===== src/rtl/reg_scoreboard_if.sv =====
// reg_scoreboard_if: decode/issue/write-back signal bundle for the register scoreboard.
interface reg_scoreboard_if #(
   parameter int NREGS = 32,
   parameter int AW    = 5,
   parameter int LW    = 3
);
   logic             issue_valid;
   logic             issue_wen;
   logic [AW-1:0]    issue_rd;
   logic [LW-1:0]    issue_lat;
   logic [AW-1:0]    src1;
   logic [AW-1:0]    src2;
   logic             wb_valid;
   logic [AW-1:0]    wb_rd;
   logic             flush;
   logic             stall;
   logic             issue_fire;
   logic [NREGS-1:0] busy_vec;
   logic [5:0]       pending_cnt;
   modport master (
      output issue_valid, issue_wen, issue_rd, issue_lat, src1, src2, wb_valid, wb_rd, flush,
      input  stall, issue_fire, busy_vec, pending_cnt
   );
   modport slave (
      input  issue_valid, issue_wen, issue_rd, issue_lat, src1, src2, wb_valid, wb_rd, flush,
      output stall, issue_fire, busy_vec, pending_cnt
   );
endinterface


===== src/rtl/reg_scoreboard.sv =====
// reg_scoreboard: per-register busy tracking with timed countdown and write-back release;
// stalls issue on RAW/WAW hazards.
module reg_scoreboard #(
   parameter int NREGS = 32,
   parameter int AW    = 5,
   parameter int LW    = 3
) (
   input logic            clk,
   input logic            rst_n,
   reg_scoreboard_if.slave bus
);
   logic [NREGS-1:0][LW-1:0] r_cnt, w_cnt_nxt;
   logic [NREGS-1:0]         r_wait_wb, w_wait_nxt, w_busy, w_haz, w_busy_nxt;
   logic [5:0]               r_pending, w_pop;
   logic                     w_stall;
   // cnt == 1 is forwarded next cycle, so only cnt > 1 counts as a hazard
   always_comb begin
      for (int r = 0; r < NREGS; r++) begin
         w_busy[r] = (r_cnt[r] != '0) || r_wait_wb[r];
         w_haz[r]  = (r_cnt[r] > LW'(1)) || r_wait_wb[r];
      end
   end
   assign w_stall        = bus.issue_valid && (w_haz[bus.src1] || w_haz[bus.src2] ||
                                               (bus.issue_wen && w_haz[bus.issue_rd]));
   assign bus.stall      = w_stall;
   assign bus.issue_fire = bus.issue_valid && !w_stall;
   assign bus.busy_vec   = w_busy;
   assign bus.pending_cnt = r_pending;
   always_comb begin
      w_cnt_nxt  = r_cnt;
      w_wait_nxt = r_wait_wb;
      w_pop      = '0;
      for (int r = 0; r < NREGS; r++)
         w_cnt_nxt[r] = (r_cnt[r] != '0) ? r_cnt[r] - LW'(1) : '0;
      if (bus.wb_valid && bus.wb_rd != '0)
         w_wait_nxt[bus.wb_rd] = 1'b0;
      // issue overrides a same-cycle write-back to the same register
      if (bus.issue_valid && !w_stall && bus.issue_wen && bus.issue_rd != '0) begin
         w_cnt_nxt[bus.issue_rd]  = bus.issue_lat;
         w_wait_nxt[bus.issue_rd] = (bus.issue_lat == '0);
      end
      if (bus.flush) begin
         w_cnt_nxt  = '0;
         w_wait_nxt = '0;
      end
      for (int r = 0; r < NREGS; r++) begin
         w_busy_nxt[r] = (w_cnt_nxt[r] != '0) || w_wait_nxt[r];
         w_pop         = w_pop + 6'(w_busy_nxt[r]);
      end
   end
   always_ff @(posedge clk or negedge rst_n) begin
      if (!rst_n) begin
         r_cnt     <= '0;
         r_wait_wb <= '0;
         r_pending <= '0;
      end else begin
         r_cnt     <= w_cnt_nxt;
         r_wait_wb <= w_wait_nxt;
         r_pending <= w_pop;
      end
   end
endmodule


===== src/flat_wrapper.sv =====
// flat-port wrapper written by rule: the top's interface ports become plain ports
module reg_scoreboard_flat 
#(
   parameter int NREGS = 32,
   parameter int AW    = 5,
   parameter int LW    = 3
)
  (clk, rst_n, bus_issue_valid, bus_issue_wen, bus_issue_rd, bus_issue_lat, bus_src1, bus_src2, bus_wb_valid, bus_wb_rd, bus_flush, bus_stall, bus_issue_fire, bus_busy_vec, bus_pending_cnt);
  reg_scoreboard_if #(.NREGS(NREGS), .AW(AW), .LW(LW)) bus_i ();
  input logic clk;
  input logic rst_n;
  input wire logic [$bits(bus_i.issue_valid)-1:0] bus_issue_valid;
  input wire logic [$bits(bus_i.issue_wen)-1:0] bus_issue_wen;
  input wire logic [$bits(bus_i.issue_rd)-1:0] bus_issue_rd;
  input wire logic [$bits(bus_i.issue_lat)-1:0] bus_issue_lat;
  input wire logic [$bits(bus_i.src1)-1:0] bus_src1;
  input wire logic [$bits(bus_i.src2)-1:0] bus_src2;
  input wire logic [$bits(bus_i.wb_valid)-1:0] bus_wb_valid;
  input wire logic [$bits(bus_i.wb_rd)-1:0] bus_wb_rd;
  input wire logic [$bits(bus_i.flush)-1:0] bus_flush;
  output wire logic [$bits(bus_i.stall)-1:0] bus_stall;
  output wire logic [$bits(bus_i.issue_fire)-1:0] bus_issue_fire;
  output wire logic [$bits(bus_i.busy_vec)-1:0] bus_busy_vec;
  output wire logic [$bits(bus_i.pending_cnt)-1:0] bus_pending_cnt;
  assign bus_i.issue_valid = bus_issue_valid;
  assign bus_i.issue_wen = bus_issue_wen;
  assign bus_i.issue_rd = bus_issue_rd;
  assign bus_i.issue_lat = bus_issue_lat;
  assign bus_i.src1 = bus_src1;
  assign bus_i.src2 = bus_src2;
  assign bus_i.wb_valid = bus_wb_valid;
  assign bus_i.wb_rd = bus_wb_rd;
  assign bus_i.flush = bus_flush;
  assign bus_stall = bus_i.stall;
  assign bus_issue_fire = bus_i.issue_fire;
  assign bus_busy_vec = bus_i.busy_vec;
  assign bus_pending_cnt = bus_i.pending_cnt;
  reg_scoreboard #(.NREGS(NREGS), .AW(AW), .LW(LW)) u_core (.clk(clk), .rst_n(rst_n), .bus(bus_i));
endmodule

===== config.mk =====
export PLATFORM = sky130hd
export DESIGN_NAME = reg_scoreboard_flat
export DESIGN_NICKNAME = d
export VERILOG_FILES = /design/src/rtl/reg_scoreboard_if.sv /design/src/rtl/reg_scoreboard.sv /design/src/flat_wrapper.sv
export SDC_FILE = /design/constraint.sdc
export NUM_CORES = 1
export LEC_CHECK = 0
export BUFFER_PORTS_ARGS = -buffer_cell sky130_fd_sc_hd__buf_2
export CAP_MARGIN = 10
export CORE_MARGIN = 8
export CORE_UTILIZATION = 51
export DETAILED_ROUTE_END_ITERATION = 10
export GPL_ROUTABILITY_DRIVEN = 0
export PLACE_DENSITY = 0.69
export SLEW_MARGIN = 20
export SYNTH_ARGS = -nofsm -noshare
export SYNTH_HDL_FRONTEND = slang
export SYNTH_SLANG_ARGS = --single-unit

===== constraint.sdc =====
create_clock -name clk -period 10.05 [get_ports clk]
set_clock_uncertainty 0.15 [all_clocks]
set_input_delay 1.005 -clock clk [delete_from_list [all_inputs] [get_ports clk]]
set_output_delay 1.005 -clock clk [all_outputs]
set_load 0.01 [all_outputs]

==> Yosys cells after proc, flatten, opt, wreduce, memory -nomap -nowiden <==
Cells that the tools add are included.
{ "op_classes": {"add_sub_neg": 63, "order_cmp": 38, "muxes": 51, "n_bitwise": 2, "n_reduce_logical": 174} }
{ "ops": {"columns": ["operator", "n"], "rows": [
  ["96-bit 2-to-1 mux", 2],
  ["3-bit nonzero test", 64],
  ["6-bit by 1-bit adder with 6-bit output", 30],
  ["3-bit 2-to-1 mux", 33],
  ["1-bit logical OR", 98],
  ["96-bit bitwise mux", 1],
  ["3-bit by 1-bit > comparator with 1-bit output, second input constant", 32],
  ["32-bit 2-to-1 mux", 3],
  ["3-bit by 1-bit subtractor with 3-bit output, second input constant", 32],
  ["32-bit AND", 1],
  ["32-bit bitwise mux", 1],
  ["32-bit NOT", 1],
  ["5-bit by 6-bit less-than comparator with 1-bit output, second input constant", 4],
  ["1-bit binary-select mux with 5-bit select", 3],
  ["3-bit demux with 5-bit select", 1],
  ["1-bit demux with 5-bit select", 2],
  ["5-bit by 1-bit >= comparator with 1-bit output, second input constant", 2],
  ["5-bit nonzero test", 2],
  ["1-bit logical AND", 8],
  ["1-bit 2-to-1 mux", 5],
  ["3-bit logical NOT", 1],
  ["1-bit by 1-bit adder with 2-bit output", 1],
  ["1-bit logical NOT", 1]
]} }
{ "totals": {"regBits": 134, "input_bits": 29, "out_inout_bits": 40, "word_cells": 362} }

==> Longest topological paths before layout <==
{ "depth": {"word_depth": 46, "ltp_mapped": 27, "ltp_nobuf": 24} }

==> Worst setup path after synthesis <==
No wires, ideal clock.
{ "synth_path": {"path_type": "input to register", "startpoint": "input port bus_src2[0]", "endpoint": "register u_core.r_pending[4] (netlist: u_core.bus.pending_cnt[4])", "setup_time_ns": 0.080, "t_arrival_ns": 7.758, "t_required_ns": 9.820, "slack_ns": 2.062, "path_stages": 26, "n_path_buf": 2, "cell_sequence": "buf_4 -> or3b_2 -> o21ai_0 -> a2111oi_0 -> a221oi_1 -> a31oi_2 -> and2_1 -> buf_6 -> nand4_4 -> mux2_4 -> or4_1 -> fa_1 -> inv_1 -> fa_1 -> fa_1 -> inv_1 -> fa_1 -> fa_1 -> fa_1 -> fa_1 -> inv_1 -> fa_1 -> inv_1 -> a21o_1 -> a21oi_1 -> xnor2_1"} }
{ "synth_lines": {"columns": ["item", "line_no", "source"], "rows": [
  ["start: declaration", "flat_wrapper.sv:17", "input wire logic [$bits(bus_i.src2)-1:0] bus_src2;"],
  ["end signal: assignment", "reg_scoreboard.sv:59", "r_pending <= w_pop;"],
  ["end: declaration", "reg_scoreboard.sv:14", "logic [5:0] r_pending, w_pop;"]
]} }

==> results.md <==
- Across the run, the number of max-cap violations was 0.
- The clock tree from TritonCTS is done.
- The final routed wire length divided by cell count is between 20 and 25 um.
- The largest net degree at the start of global routing is 80.
- The maximum fanout encountered on the critical timing path is 11.
- CTS placed an instance of clkbuf_16 at the clock tree root.
- The buffers plus inverters on the worst setup path is 4.
- The synthesized area is just over 10000 sq um.
- Once the clock tree was built, the setup fixing pass inserted 0 buffers.
- The sequential fraction of the synthesis area is 0.3276.
- The headroom to the max-slew limit is 0.2775.
- The count of vias placed by the detailed router is 9800.
- The final-report setup violation count is 0.
- The worst reg2reg path depth is 24.
- The clock latency reported for the late side of the worst-skew pair is 440 ps.
- A synthesized cell averages around 8.5 sq um.
- The placed wire-length estimate after detailed placement is 26070 um.
- Input and output buffers added on the ports amount to 68.
- The aggregate routed wire length is 35430 um.
- The first detailed-routing pass took 8 iterations.
- The leading cell type in the layout, fill and taps excluded is dfrtp_1.
- The number of primary I/O pins is about 70.
- The primary flip-flop cell chosen by synthesis mapping is dfrtp_1.
- Subtracting the final worst setup slack from the clock period gives approximately 8600 ps.
- The family with the most delay on the worst path is adder cells.
- After routing, the total negative slack on setup checks comes to 0 ps.
- The kind of critical path is flop to flop.
- The number of hold-slack violations in the final timing report was 0.
- The floorplan step set the die width to between 150 and 200 um.
- Synthesis handed over a netlist of roughly 1200 instances.
- The required time at the endpoint of the critical path is slightly above 10000 ps.
- The fraction of registers with async set or reset after synthesis is 1.000.
- The synthesis warning total is 0.
- In the global route stage, overall resource usage came out at 0.2905.
- The clock tree synthesis step divided the H-tree into 4 levels.
- The CTS buffer count is 17.
- The number of rows created at floorplan is 52.
- The synthesized design contains roughly 130 register bits.
- IR analysis of the VDD net gives a maximum drop of 0.1241 mV.
- Compared with the post-synthesis result, the final layout area differs by 10.82%.
- The distinct cell type count after synthesis is 74.
- In the layout the commonest cells are dfrtp_1 (134), inv_1 (102), nand2_1 (99).
- The quantity of hold-fixing buffers added after cts is 0.
- Data arrives at the worst endpoint at between 8000 and 9000 ps.
- The flow ran to the end, and the final reports show no timing, DRC or antenna violations.
- The worst hold endpoint is u_core.r_cnt[0].
- The met2 routed wirelength is 15370 um.
- The kind of start point of the critical path is a flop.
- The met3 wire length is 3960 um.
- The minimum hold slack is around 320 ps.
- The core region is around 20000 sq um.
- In this run the vertical extent of the chip is 157.7 um.
- The number of gates resized after CTS is 0.
- The most common cell type on the critical path is fa_1.
- The initial antenna violation count was 1.
- The worst min-delay path class is flop to flop.
- The portion of the clock cycle consumed by the worst path in the final layout is 0.8549.
- In this run the remaining antenna-violating nets after routing total 0.
- The signal on the critical path passes through nor3_1, o32ai_1, a2111oi_1, a221oi_1, a31oi_2, and2_1, nand4_4, mux2_4, or4_1, fa_1, inv_1, fa_1, fa_1, inv_1, fa_1, fa_1, fa_1, fa_1, inv_1, fa_1, inv_1, a21o_1, a21oi_1, xnor2_1.
- The critical path capture point type is a flop.
- The peak clock frequency supported by timing is around 120 MHz.
- The final-report max-slew violation count is 0.
- The via count of the first global-routing pass came to between 9000 and 10000.
- The endpoint identified for the worst register-to-register timing path is u_core.bus.pending_cnt[4].
- The count of cells along the worst hold path is 1.
- In this design, the stage delay of the slowest critical-path cell is about 840 ps.
- The die covers about 25000 sq um.
- The cell with the largest stage delay on the worst path is nor3_1.
- The number of remaining DRC errors is 0.
- After detailed routing, no signal wire sits above met4.
- The startpoint of the lowest-slack hold path is u_core.r_cnt[0].
- Setup repair after global routing left no endpoint under its margin.
- The net count of the finished layout is around 1400.
- The count of flip-flops with a built-in enable after synthesis is 0.
- The reg-to-reg critical path startpoint is u_core.r_cnt[50].
- The power density of the placed cells is 118.1 nW/um^2.
- Clock-pin slew was measured on the worst setup and hold paths at ~60 ps.
- Of the cells placed in the final design, the portion with a size suffix greater than 1 is 0.1241.
- The first-pass GRT wire length is ~54000 um.
- The number of buffers on the longest clock path is 2.
- The sum of overflow across all layers after global routing is 0.
- For this configuration, the core starts out at a cell density of 0.5124.
- The clock net in this run drives a total of ~130 sinks.
- The average via count per standard cell is ~6.4.
- The register-to-register setup slack is roughly 1500 ps.
- The detailed router put a total of around 14000 um of wire on met1.
- The number of DRC violations after detailed-routing iteration 0 is 1372.
- Synthesis produced a netlist with a net count of about 1300.
- For the pin with the worst max-slew slack, the measured transition is 1075 ps.
- In this run the static leakage power is between 5 and 6 nW.
power by group:
group | switching [W] | total, W | internal [W]
combinational | 0.0000987 | 0.000132 | 0.0000330
sequential | 0.00000166 | 0.000543 | 0.000542
clock | 0.000253 | 0.000664 | 0.000411
kinds of logic after synthesis:
group | synth area share
AOI/OAI and AO/OA | 0.1742
xor gates and xnor gates | 0.002568
adders and majority gates | 0.1350
buffers and inverters | 0.06394
DFF | 0.3276
muxes | 0.05685
and+or+nand+nor | 0.2399
cells in the mapped netlist (all sizes together), types with 11 or more instances:
| cell | n | area (sq um) |
|---|---|---|
| a31oi | 32 | 206.5 |
| fa | 24 | 480.5 |
| o22ai | 26 | 162.7 |
| nor3 | 63 | 341.6 |
| or3 | 11 | 68.82 |
| a211oi | 24 | 192.7 |
| mux2 | 20 | 229.0 |
| ha | 72 | 900.9 |
| o21ai | 62 | 310.3 |
| nand2 | 99 | 371.6 |
| buf | 23 | 132.6 |
| mux2i | 33 | 330.3 |
| and2 | 18 | 112.6 |
| nand3 | 62 | 310.3 |
| inv | 102 | 382.9 |
| nor2 | 80 | 302.8 |
| clkbuf | 36 | 135.1 |
| nor4 | 22 | 143.9 |
| a21oi | 63 | 315.3 |
| nor2b | 11 | 68.82 |
| o211ai | 18 | 135.1 |
| nand2b | 54 | 337.8 |
| dfrtp | 134 | 3353 |
area by class of cell:
class	count	area, sq um
Fill cell	1830	8632
Antenna cell	1	2.502
Timing Repair Buffer	78	424.2
Sequential cell	134	3353
Tap cell	270	337.8
Clock inverter	14	185.2
Inverter	103	386.6
Multi-Input combinational cell	903	6227
Clock buffer	17	425.4
flip-flops by register name, indices dropped and copies added (netlist names):
| register | cells |
|---|---|
| u_core.bus.pending_cnt | 6 |
| u_core.r_cnt | 96 |
| u_core.r_wait_wb | 32 |
metal layers:
metal | vias to the layer above | track usage
met4 | 0 | 0.1772
met2 | 641 | 0.4348
met1 | 4654 | 0.3701
li1 | 4340 | -
met3 | 165 | 0.07562
met5 | - | 0
how the worst max path moves through the flow:
stage	start	endpoint	depth (start not counted)
floorplan	bus_src2[0]	u_core.bus.pending_cnt[4]	26
detailed placement	bus_issue_rd[3]	u_core.bus.pending_cnt[4]	25
global route	u_core.r_cnt[50]	u_core.bus.pending_cnt[4]	24
CTS	u_core.r_cnt[50]	u_core.bus.pending_cnt[4]	24
finish	u_core.r_cnt[50]	u_core.bus.pending_cnt[4]	24
global placement	bus_issue_rd[3]	u_core.bus.pending_cnt[4]	25
worst register-to-register path: cells and delay by family, from the launching register on:
family | cells | cell delay [ps]
xor+xnor | 1 | 130
mux | 1 | 350
fa+ha+maj | 8 | 3700
flops | 1 | 410
buf+inv | 4 | 230
simple gates | 4 | 2060
compound gates | 6 | 1470
through the flow:
step                      instances  setup WS, ps  cell area, sq um    util  power (W)
final                          1520          1458             11340  0.5678   0.001340
after floorplan                1199          2062             10230       -  0.0006288
after global placement         1488          1443             10730  0.5371  0.0006796
after detailed placement       1488          1299             10730  0.5371  0.0006804
after global routing           1520          1090             11340  0.5678   0.001373
after CTS                      1519          1556             11340  0.5677   0.001340
No activity file was read; power rests on OpenSTA's default activity.
